==> config.mk <==
export PLATFORM = sky130hd
export DESIGN_NAME = flash_spi_engine_flat
export DESIGN_NICKNAME = d
export VERILOG_FILES = /design/src/rtl/flash_cmd_pkg.sv /design/src/rtl/flash_spi_engine_if.sv /design/src/rtl/flash_cmd_lut.sv /design/src/rtl/flash_spi_engine.sv /design/src/flat_wrapper.sv
export SDC_FILE = /design/constraint.sdc
export NUM_CORES = 1
export LEC_CHECK = 0
export BUFFER_PORTS_ARGS = -buffer_cell sky130_fd_sc_hd__buf_2
export CAP_MARGIN = 20
export CORE_MARGIN = 2
export CORE_UTILIZATION = 60
export DETAILED_ROUTE_END_ITERATION = 10
export PLACE_DENSITY_LB_ADDON = 0.05
export SLEW_MARGIN = 20
export SYNTH_ARGS = -nofsm -noshare
export SYNTH_HDL_FRONTEND = slang
export SYNTH_SLANG_ARGS = --single-unit
==> constraint.sdc <==
create_clock -name CLK -period 3.5 [get_ports CLK]
set_input_delay 0.525 -clock CLK [delete_from_list [all_inputs] [get_ports CLK]]
set_output_delay 0.525 -clock CLK [all_outputs]
set_load 0.005 [all_outputs]
==> src/rtl/flash_cmd_pkg.sv <==
// Opcode constants, per-opcode field counts and FSM state encoding shared by the
// SPI flash engine and its opcode lookup.
package flash_cmd_pkg;

  localparam logic [7:0] OP_RDID    = 8'h9F;
  localparam logic [7:0] OP_RDSR1   = 8'h05;
  localparam logic [7:0] OP_RDSR2   = 8'h07;
  localparam logic [7:0] OP_RES     = 8'hAB;
  localparam logic [7:0] OP_RDCR    = 8'h35;
  localparam logic [7:0] OP_WREN    = 8'h06;
  localparam logic [7:0] OP_CE      = 8'hC7;
  localparam logic [7:0] OP_FREAD   = 8'h0B;
  localparam logic [7:0] OP_PGM_REQ = 8'h11;
  localparam logic [7:0] OP_PP      = 8'h02;

  // Byte counts per field: address, dummy, write, read.
  typedef struct packed {
    logic [7:0] wire_op;
    logic [1:0] a;
    logic [1:0] d;
    logic [2:0] w;
    logic [2:0] r;
    logic       valid;
  } cmd_fields_t;

  typedef enum logic [1:0] {
    ST_IDLE  = 2'd0,
    ST_SHIFT = 2'd1,
    ST_CSH   = 2'd2,
    ST_NULL  = 2'd3
  } eng_state_e;

  function automatic logic [47:0] rd_mask(input logic [2:0] r);
    logic [47:0] m;
    case (r)
      3'd1:    m = 48'h0000_0000_00FF;
      3'd2:    m = 48'h0000_0000_FFFF;
      3'd3:    m = 48'h0000_00FF_FFFF;
      3'd4:    m = 48'h0000_FFFF_FFFF;
      3'd5:    m = 48'h00FF_FFFF_FFFF;
      3'd6:    m = 48'hFFFF_FFFF_FFFF;
      default: m = 48'h0000_0000_0000;
    endcase
    return m;
  endfunction

endpackage

==> src/rtl/flash_spi_engine_if.sv <==
// Request/response bundle between the command decoder and the SPI flash engine.
interface flash_spi_engine_if;
  logic [7:0]  MEMCMD;
  logic [23:0] MEMADDR;
  logic [47:0] MEMVAL;
  logic        MEMTRIG;
  logic        MEMQUAD;
  logic [47:0] MEMDATA;
  logic        MEM_CTRL_busy;

  modport master (
    output MEMCMD, MEMADDR, MEMVAL, MEMTRIG, MEMQUAD,
    input  MEMDATA, MEM_CTRL_busy
  );

  modport slave (
    input  MEMCMD, MEMADDR, MEMVAL, MEMTRIG, MEMQUAD,
    output MEMDATA, MEM_CTRL_busy
  );
endinterface

==> src/rtl/flash_cmd_lut.sv <==
// Combinational map from request opcode to wire opcode and field byte counts;
// unknown opcodes come back with valid cleared.
module flash_cmd_lut
  import flash_cmd_pkg::*;
(
  input  logic [7:0]  op,
  output cmd_fields_t fields
);

  // Opcode decode
  always_comb begin
    fields         = '0;
    fields.wire_op = op;
    fields.valid   = 1'b1;
    case (op)
      OP_RDID:                     fields.r = 3'd6;
      OP_RDSR1, OP_RDSR2, OP_RDCR: fields.r = 3'd1;
      OP_RES: begin
        fields.d = 2'd3;
        fields.r = 3'd1;
      end
      OP_WREN, OP_CE:              fields.valid = 1'b1;
      OP_FREAD: begin
        fields.a = 2'd3;
        fields.d = 2'd1;
        fields.r = 3'd6;
      end
      OP_PGM_REQ: begin
        fields.wire_op = OP_PP;
        fields.a       = 2'd3;
        fields.w       = 3'd6;
      end
      default:                     fields.valid = 1'b0;
    endcase
  end

endmodule

==> src/rtl/flash_spi_engine.sv <==
// Single-lane SPI mode-0 flash transaction engine: serialises one opcode/address/
// dummy/write frame per trigger and captures read bytes into MEMDATA.
module flash_spi_engine
  import flash_cmd_pkg::*;
#(
  parameter int unsigned CLK_DIV = 2
) (
  input  logic              CLK,
  input  logic              RST_N,
  flash_spi_engine_if.slave bus,
  output logic              mem_clk,
  output logic              oCS,
  output logic              SI_IO0,
  input  logic              SO_IO1,
  output logic              WP_IO2,
  output logic              HOLD_IO3
);

  localparam logic [15:0] HALF_LAST = 16'(CLK_DIV - 1);
  localparam logic [15:0] CSH_LAST  = 16'(2 * CLK_DIV - 1);

  // Frame is left-aligned so SI is always the MSB and drains to zero after N bits.
  function automatic logic [87:0] build_tx(input logic [7:0] op, input logic [1:0] a,
                                           input logic [1:0] d, input logic [2:0] w,
                                           input logic [23:0] addr, input logic [47:0] val);
    logic [87:0] tx;
    logic [2:0]  ofs;
    tx  = {op, 80'd0};
    ofs = 3'd1 + {1'b0, a} + {1'b0, d};
    if (a != 2'd0) begin
      tx = tx | {8'd0, addr, 56'd0};
    end else begin
      tx = tx;
    end
    if (w != 3'd0) begin
      tx = tx | ({val, 40'd0} >> {1'b0, ofs, 3'b000});
    end else begin
      tx = tx;
    end
    return tx;
  endfunction

  function automatic logic [6:0] frame_bits(input logic [1:0] a, input logic [1:0] d,
                                            input logic [2:0] w, input logic [2:0] r);
    logic [3:0] bytes;
    bytes = 4'd1 + {2'b00, a} + {2'b00, d} + {1'b0, w} + {1'b0, r};
    return {bytes, 3'b000};
  endfunction

  cmd_fields_t fields_s;
  eng_state_e  state_r, state_s;
  logic [15:0] div_r, div_s;
  logic [6:0]  bit_r, bit_s;
  logic [6:0]  nbits_r, nbits_s;
  logic [2:0]  rlen_r, rlen_s;
  logic [87:0] tx_r, tx_s;
  logic [47:0] rx_r, rx_s;
  logic [47:0] data_r, data_s;
  logic        sck_r, sck_s;
  logic        cs_r, cs_s;
  logic        busy_r, busy_s;

  flash_cmd_lut u_lut (
    .op     (bus.MEMCMD),
    .fields (fields_s)
  );

  // Next-state and next-output logic
  always_comb begin
    state_s = state_r;
    div_s   = div_r;
    bit_s   = bit_r;
    nbits_s = nbits_r;
    rlen_s  = rlen_r;
    tx_s    = tx_r;
    rx_s    = rx_r;
    data_s  = data_r;
    sck_s   = sck_r;
    cs_s    = cs_r;
    busy_s  = busy_r;
    case (state_r)
      ST_IDLE: begin
        busy_s = 1'b0;
        cs_s   = 1'b1;
        sck_s  = 1'b0;
        div_s  = 16'd0;
        bit_s  = 7'd0;
        tx_s   = 88'd0;
        if (bus.MEMTRIG) begin
          busy_s = 1'b1;
          if (fields_s.valid) begin
            state_s = ST_SHIFT;
            cs_s    = 1'b0;
            tx_s    = build_tx(fields_s.wire_op, fields_s.a, fields_s.d, fields_s.w,
                               bus.MEMADDR, bus.MEMVAL);
            rx_s    = 48'd0;
            nbits_s = frame_bits(fields_s.a, fields_s.d, fields_s.w, fields_s.r);
            rlen_s  = fields_s.r;
          end else begin
            state_s = ST_NULL;
          end
        end else begin
          state_s = ST_IDLE;
        end
      end
      ST_SHIFT: begin
        if (div_r == HALF_LAST) begin
          div_s = 16'd0;
          if (!sck_r) begin
            sck_s = 1'b1;
            rx_s  = {rx_r[46:0], SO_IO1};
          end else begin
            sck_s = 1'b0;
            tx_s  = {tx_r[86:0], 1'b0};
            if (bit_r == nbits_r - 7'd1) begin
              state_s = ST_CSH;
              cs_s    = 1'b1;
              bit_s   = 7'd0;
            end else begin
              bit_s = bit_r + 7'd1;
            end
          end
        end else begin
          div_s = div_r + 16'd1;
        end
      end
      ST_CSH: begin
        if (div_r == CSH_LAST) begin
          state_s = ST_IDLE;
          busy_s  = 1'b0;
          div_s   = 16'd0;
          if (rlen_r != 3'd0) begin
            data_s = rx_r & rd_mask(rlen_r);
          end else begin
            data_s = data_r;
          end
        end else begin
          div_s = div_r + 16'd1;
        end
      end
      ST_NULL: begin
        state_s = ST_IDLE;
        busy_s  = 1'b0;
      end
      default: begin
        state_s = ST_IDLE;
        busy_s  = 1'b0;
        cs_s    = 1'b1;
        sck_s   = 1'b0;
        tx_s    = 88'd0;
      end
    endcase
  end

  // State and output registers
  always_ff @(posedge CLK or negedge RST_N) begin
    if (!RST_N) begin
      state_r <= ST_IDLE;
      div_r   <= 16'd0;
      bit_r   <= 7'd0;
      nbits_r <= 7'd0;
      rlen_r  <= 3'd0;
      tx_r    <= 88'd0;
      rx_r    <= 48'd0;
      data_r  <= 48'd0;
      sck_r   <= 1'b0;
      cs_r    <= 1'b1;
      busy_r  <= 1'b0;
    end else begin
      state_r <= state_s;
      div_r   <= div_s;
      bit_r   <= bit_s;
      nbits_r <= nbits_s;
      rlen_r  <= rlen_s;
      tx_r    <= tx_s;
      rx_r    <= rx_s;
      data_r  <= data_s;
      sck_r   <= sck_s;
      cs_r    <= cs_s;
      busy_r  <= busy_s;
    end
  end

  assign mem_clk           = sck_r;
  assign oCS               = cs_r;
  assign SI_IO0            = tx_r[87];
  assign WP_IO2            = 1'b1;
  assign HOLD_IO3          = 1'b1;
  assign bus.MEMDATA       = data_r;
  assign bus.MEM_CTRL_busy = busy_r;

endmodule

==> src/flat_wrapper.sv <==
// flat-port wrapper written by rule: the top's interface ports become plain ports
module flash_spi_engine_flat import flash_cmd_pkg::*;
#(
  parameter int unsigned CLK_DIV = 2
)
  (CLK, RST_N, mem_clk, oCS, SI_IO0, SO_IO1, WP_IO2, HOLD_IO3, bus_MEMCMD, bus_MEMADDR, bus_MEMVAL, bus_MEMTRIG, bus_MEMQUAD, bus_MEMDATA, bus_MEM_CTRL_busy);
  flash_spi_engine_if bus_i ();
  input  logic CLK;
  input  logic RST_N;
  output logic mem_clk;
  output logic oCS;
  output logic SI_IO0;
  input  logic SO_IO1;
  output logic WP_IO2;
  output logic HOLD_IO3;
  input wire logic [$bits(bus_i.MEMCMD)-1:0] bus_MEMCMD;
  input wire logic [$bits(bus_i.MEMADDR)-1:0] bus_MEMADDR;
  input wire logic [$bits(bus_i.MEMVAL)-1:0] bus_MEMVAL;
  input wire logic [$bits(bus_i.MEMTRIG)-1:0] bus_MEMTRIG;
  input wire logic [$bits(bus_i.MEMQUAD)-1:0] bus_MEMQUAD;
  output wire logic [$bits(bus_i.MEMDATA)-1:0] bus_MEMDATA;
  output wire logic [$bits(bus_i.MEM_CTRL_busy)-1:0] bus_MEM_CTRL_busy;
  assign bus_i.MEMCMD = bus_MEMCMD;
  assign bus_i.MEMADDR = bus_MEMADDR;
  assign bus_i.MEMVAL = bus_MEMVAL;
  assign bus_i.MEMTRIG = bus_MEMTRIG;
  assign bus_i.MEMQUAD = bus_MEMQUAD;
  assign bus_MEMDATA = bus_i.MEMDATA;
  assign bus_MEM_CTRL_busy = bus_i.MEM_CTRL_busy;
  flash_spi_engine #(.CLK_DIV(CLK_DIV)) u_core (.CLK(CLK), .RST_N(RST_N), .bus(bus_i), .mem_clk(mem_clk), .oCS(oCS), .SI_IO0(SI_IO0), .SO_IO1(SO_IO1), .WP_IO2(WP_IO2), .HOLD_IO3(HOLD_IO3));
endmodule
# Word-level counts from Yosys, hierarchy flattened
# Index checks and enable logic that the tools add are counted.
[op_classes]
n_addsub = 9
n_eq_ne = 28
shift = 1
muxes = 51
n_bitwise = 3
n_reduce_logical = 19
[ops]
columns = ["operator", "count"]
rows = [
  ["2-to-1 mux 88 bit", 9],
  ["2-to-1 mux 48 bit", 7],
  ["case mux 48 bit (6 select lines)", 1],
  ["case mux 88 bit (2 select lines)", 1],
  ["case mux 48 bit (2 select lines)", 1],
  ["OR 88 x 80 -> 88 bit", 1],
  ["OR 88 bit", 1],
  ["right shift 88 x 6 -> 88 bit", 1],
  ["bitwise AND 48 bit", 1],
  ["case mux 16 bit (3 select lines)", 1],
  ["2-to-1 mux 16 bit", 2],
  ["equality test 8 x 3 -> 1 bit, second input constant", 3],
  ["equality test 8 bit, second input constant", 3],
  ["2-to-1 mux 7 bit", 3],
  ["adder 16 x 1 -> 16 bit, second input constant", 1],
  ["equality test 16 x 1 -> 1 bit, second input constant", 1],
  ["equality test 16 x 2 -> 1 bit, second input constant", 1],
  ["2-to-1 mux 2 bit", 7],
  ["case mux 7 bit (2 select lines)", 1],
  ["nonzero test 3 bit", 4],
  ["2-to-1 mux 1 bit", 10],
  ["inequality test 2 x 1 -> 1 bit, second input constant", 5],
  ["equality test 3 bit, second input constant", 3],
  ["AND reduction 3 bit", 3],
  ["30 further kinds", 40],
]
[totals]
register_bits = 219
input_bits = 85
out_inout_bits = 54
word_cells = 122

# Logic depth before layout (Yosys ltp)
[logic_depth]
word_depth = 13
mapped_depth = 15
mapped_depth_nobuf = 13

# Modules after synthesis
# Synthesis repeated with hierarchy kept, for this count alone.
[hier_totals]
cells_unflattened = 1258
hier_area_um2 = 11697.5
[modules_own_cells]
columns = ["module", "instances", "cells_per_inst", "area_per_inst_um2", "seq_area_each_um2"]
rows = [
  ["flash_spi_engine", 1, 1216, 11452.2, 5481.5],
  ["flash_cmd_lut", 1, 42, 245.2, 0.0],
]

# Worst setup path after synthesis
# OpenSTA, ideal clock, no wires.
[synth_timing]
kind = "in2reg"
start = "input port bus_MEMCMD[6]"
end = "register u_core.tx_r[46]"
setup_time_ps = 126
arrival_ps = 3651
t_required_ps = 3374
setup_slack_ps = -276
cell_stages = 13
path_buffers = 4
path_cell_list = "buf_2 > or4b_4 > o32ai_1 > nand2b_1 > ha_1 > clkbuf_1 > buf_2 > buf_1 > mux2i_1 > a21oi_1 > o2bb2ai_1 > a221oi_1 > nor2_1"
[synth_between]
elab_chain_len = 13
elab_cells_between_ends = 29
cone_classes = "add/sub (2); eq/ne (9); shift (1); mux (12); bitwise (1); reduce/logical (4)"
[synth_rtl]
columns = ["item", "line", "text"]
rows = [
  ["start: declaration", "flat_wrapper.sv:16", "input wire logic [$bits(bus_i.MEMCMD)-1:0] bus_MEMCMD;"],
  ["branches (longest 10 deep; another with adder 1 x 2 -> 3 bit)", "n/a", ""],
  ["2-to-1 mux 88 bit *", "flash_spi_engine.sv:91", "if (fields_s.valid) begin"],
  ["2-to-1 mux 88 bit *", "flash_spi_engine.sv:89", "if (bus.MEMTRIG) begin"],
  ["case mux 88 bit (2 select lines) *", "flash_spi_engine.sv:81", "case (state_r)"],
  ["end signal: assignment", "flash_spi_engine.sv:175", "tx_r <= tx_s;"],
  ["end: declaration", "flash_spi_engine.sv:56", "logic [87:0] tx_r, tx_s;"],
]
# Mark *: on every way between the ends. The select of a mux whose other input is x is not followed.
# A chain may end at the register's enable or synchronous reset.

# Final worst setup path
[layout_timing]
start = "input port bus_MEMCMD[3]"
end = "register u_core.tx_r[23]"
# The elaborated chain is that of the path after synthesis.

==> impl_metrics.env <==
export IMPL_worstRegToRegCells=7
export IMPL_skew_ns=0.009061
export IMPL_clk_latency_ns=0.51
export IMPL_period_share=0.8522
export IMPL_wl_per_cell_um=18.06
export IMPL_yosys_area_top_type="dfrtp_1"
export IMPL_drt_iter0_drc=610
export IMPL_cts_sinks=218
export IMPL_r2r_start="u_core.state_r[0]"
export IMPL_cp_start_kind="primary input"
export IMPL_io_pins=139
export IMPL_max_cap_viol_count=0
export IMPL_clock_tree_buffer_depth=3
export IMPL_synth_most_common_cell="dfrtp_1"
export IMPL_setup_viol=0
export IMPL_cp_required_ns=3.88
export IMPL_endpoint_kind="flip-flop"
export IMPL_path_cells="buf_2 > or4b_4 > o32ai_2 > nand2b_1 > ha_2 > inv_2 > fa_2 > buf_12 > nor2_1 > a21oi_1 > a22o_1 > a221oi_1 > nor2_1"
export IMPL_tightest_slew_ns=0.7933
export IMPL_status="finished clean"
export IMPL_dp_slack_ns=0.03004
export IMPL_synth_top_area_share=0.4940
export IMPL_synth_warnings=0
export IMPL_core_area_um2=17960
export IMPL_gp_congestion=0.8649
export IMPL_ys_seq_area_frac=0.4964
export IMPL_antenna_diode_count=0
export IMPL_synth_edf_count=0
export IMPL_tns_ns=0
export IMPL_dp_hpwl_um=17660
export IMPL_p_leak_nw=6.020
export IMPL_synth_avg_cell_area_um2=9.763
export IMPL_ys_flop_type="dfrtp_1"
export IMPL_postRouteAntennaNets=0
export IMPL_worst_r2r_setup_slack_ns=0.76
export IMPL_cts_buffers=23
export IMPL_postSynthCellCount=1126
export IMPL_grt_start_max_net_pins=101
export IMPL_p_per_area_nw_per_um2=605.0
export IMPL_syn_cell_area_um2=10990
export IMPL_grtUsageTotal=0.2754
export IMPL_fin_ws_ns=0.5172
export IMPL_antenna_found_initial=0
export IMPL_grt_pass1_vias=8693
export IMPL_area_delta_synth_final_pct=17.18
export IMPL_maxSlewHeadroom=0.4711
export IMPL_port_buffers=135
export IMPL_rsz0062_at_grt="false"
export IMPL_drcViolationCount=0
export IMPL_fmax_ghz=0.3353
export IMPL_cp_arrival_ns=3.36
export IMPL_ys_ff_latch=218
export IMPL_yosys_top_cells_area="dfrtp_1 49%, a22o_1 5.3%, nand2_1 5.3%"
export IMPL_ys_types=61
export IMPL_ctsHoldBuffers=0
export IMPL_num_nets_final=1342
export IMPL_path_class="primary input to flip-flop"
export IMPL_overflow=0
export IMPL_finalPower_w=0.007792
export IMPL_htreeDepth=1
export IMPL_dieArea_um2=19420
export IMPL_rows=49
export IMPL_critPathMostFrequentCell="nor2_1"
export IMPL_clk_pin_slew_worst_paths_ns=0.06
export IMPL_min_period_ns=2.983
export IMPL_die_x_um=139.4
export IMPL_cts_resized=0
export IMPL_cp_max_fo=59
export IMPL_nFillCells=1357
export IMPL_die_h_um=139.4
export IMPL_grt_pass1_wl_um=44510
export IMPL_drive_above_1_share=0.2057
export IMPL_worst_path_largest_cell_delay_ns=0.54
export IMPL_cts_setup_buffers=0
export IMPL_vias=9115
export IMPL_peakVddDrop_uv=542.8
export IMPL_finalMaxSlewViolations=0
export IMPL_dr_pass1_iters=5
export IMPL_initial_core_util=0.6120
export IMPL_wirelength_um=26790
export IMPL_via_per_inst=6.146
export IMPL_synthArstFlopShare=1.000
export IMPL_slowest_stage="or4b_4"
export IMPL_r2r_end="u_core.tx_r[36]"
export IMPL_cts_tree="built"
export IMPL_cts_root_buffer_cell="clkbuf_16"
export IMPL_synthTopCellsByCount="217 x dfrtp_1, 156 x nand2_1, 118 x nor2_1"
export IMPL_hold_violations=0
export IMPL_hold_path_class="primary input to asynchronous set/reset pin"
-- final cells by class --
class / instances / area (µm²) / area share
clock buffers: 33 / 703.2 / 0.05459
clock inverters: 8 / 133.9 / 0.01039
inverters: 17 / 63.81 / 0.004954
multi-input cells: 800 / 5166 / 0.4011
flip-flops and latches: 218 / 5456 / 0.4236
well taps: 229 / 286.5 / 0.02224
repair buffers: 178 / 1071 / 0.08315
-- routing by layer --
layer / global-route usage / wire length [µm]
met1: 0.4130 / 12160
met5: 0 / 0
met2: 0.4319 / 12640
met4: 0.06433 / 568
met3: 0.03613 / 1412
-- cells by family after synthesis --
| logic type | share of synthesized area |
|---|---|
| AND/OR/NAND/NOR | 0.1507 |
| AO/OA/AOI/OAI | 0.2222 |
| flip-flops | 0.4964 |
| buffers and inverters | 0.04097 |
| multiplexers | 0.05224 |
| adder cells (fa/ha/maj) | 0.02367 |
| XOR/XNOR | 0.01354 |
| other | 0.0003411 |
-- worst max-delay path by stage --
stage	startpoint	to	slack, ns	cells after the start
2_1_floorplan	bus_MEMCMD[6]	u_core.tx_r[19]	-0.01	14
5_1_grt	bus_MEMCMD[3]	u_core.tx_r[23]	0.33	13
4_1_cts	bus_MEMCMD[3]	u_core.tx_r[23]	0.55	12
3_5_place_dp	bus_MEMCMD[3]	u_core.tx_r[23]	0.03	12
3_3_place_gp	bus_MEMCMD[3]	u_core.tx_r[23]	0.05	12
6_report	bus_MEMCMD[3]	u_core.tx_r[23]	0.52	13
-- flip-flops by register name, indices dropped and copies added (netlist names) --
register	cells
u_core.bit_r	7
u_core.bus.MEMDATA	48
u_core.bus.MEM_CTRL_busy	1
u_core.div_r	16
u_core.mem_clk	1
u_core.nbits_r	4
u_core.oCS	1
u_core.rlen_r	2
u_core.rx_r	48
u_core.state_r	2
u_core.tx_r	88
-- cells in the final DEF (no fill, tap or decap), drive strengths merged, types with 3 or more instances in the layout --
cell and instances:
buf 178, o31ai 3, nor2b 6, o211ai 16, mux2 19, a221oi 32
inv 17, a21oi 37, nor4 7, mux2i 36, xor2 5, nand2 156
a21o 4, o21ai 92, a211oi 4, and2 4, fa 3, nand2b 6
bufinv 3, o2bb2ai 8, clkinv 5, ha 16, a22oi 16, and3 40
clkbuf 33, a22o 67, a221o 29, a31oi 9, nand3 17, o22ai 3
dfrtp 217, xnor2 12, a2bb2oi 8, nor2 119
-- stage by stage --
| stage | util | hold WS (ns) | cells | area [µm²] |
|---|---|---|---|---|
| after CTS | 0.7171 | 0.08492 | 1483 | 12880 |
| final | 0.7171 | 0.04067 | 1483 | 12880 |
| after global routing | 0.7171 | 0.1140 | 1483 | 12880 |
| after floorplan | - | 0.2294 | 1127 | 11060 |
| after global placement | 0.6705 | 0.4559 | 1442 | 12040 |
| after detailed placement | 0.6705 | 0.4643 | 1442 | 12040 |
-- power by group --
group	switching, W	total (W)	leakage (nW)	internal, W
sequential	0.000222	0.00306	2.96	0.00284
combinational	0.00142	0.00211	2.64	0.000690
clock	0.000999	0.00262	0.417	0.00162
-- critical path, delay by kind of cell --
kind                     cells  cell delay (ns)
AO/OA/AOI/OAI                4             0.91
adder cells (fa/ha/maj)      2             0.65
buffers and inverters        3             0.39
AND/OR/NAND/NOR              4             0.87
Power figures use the tool's default switching activity.
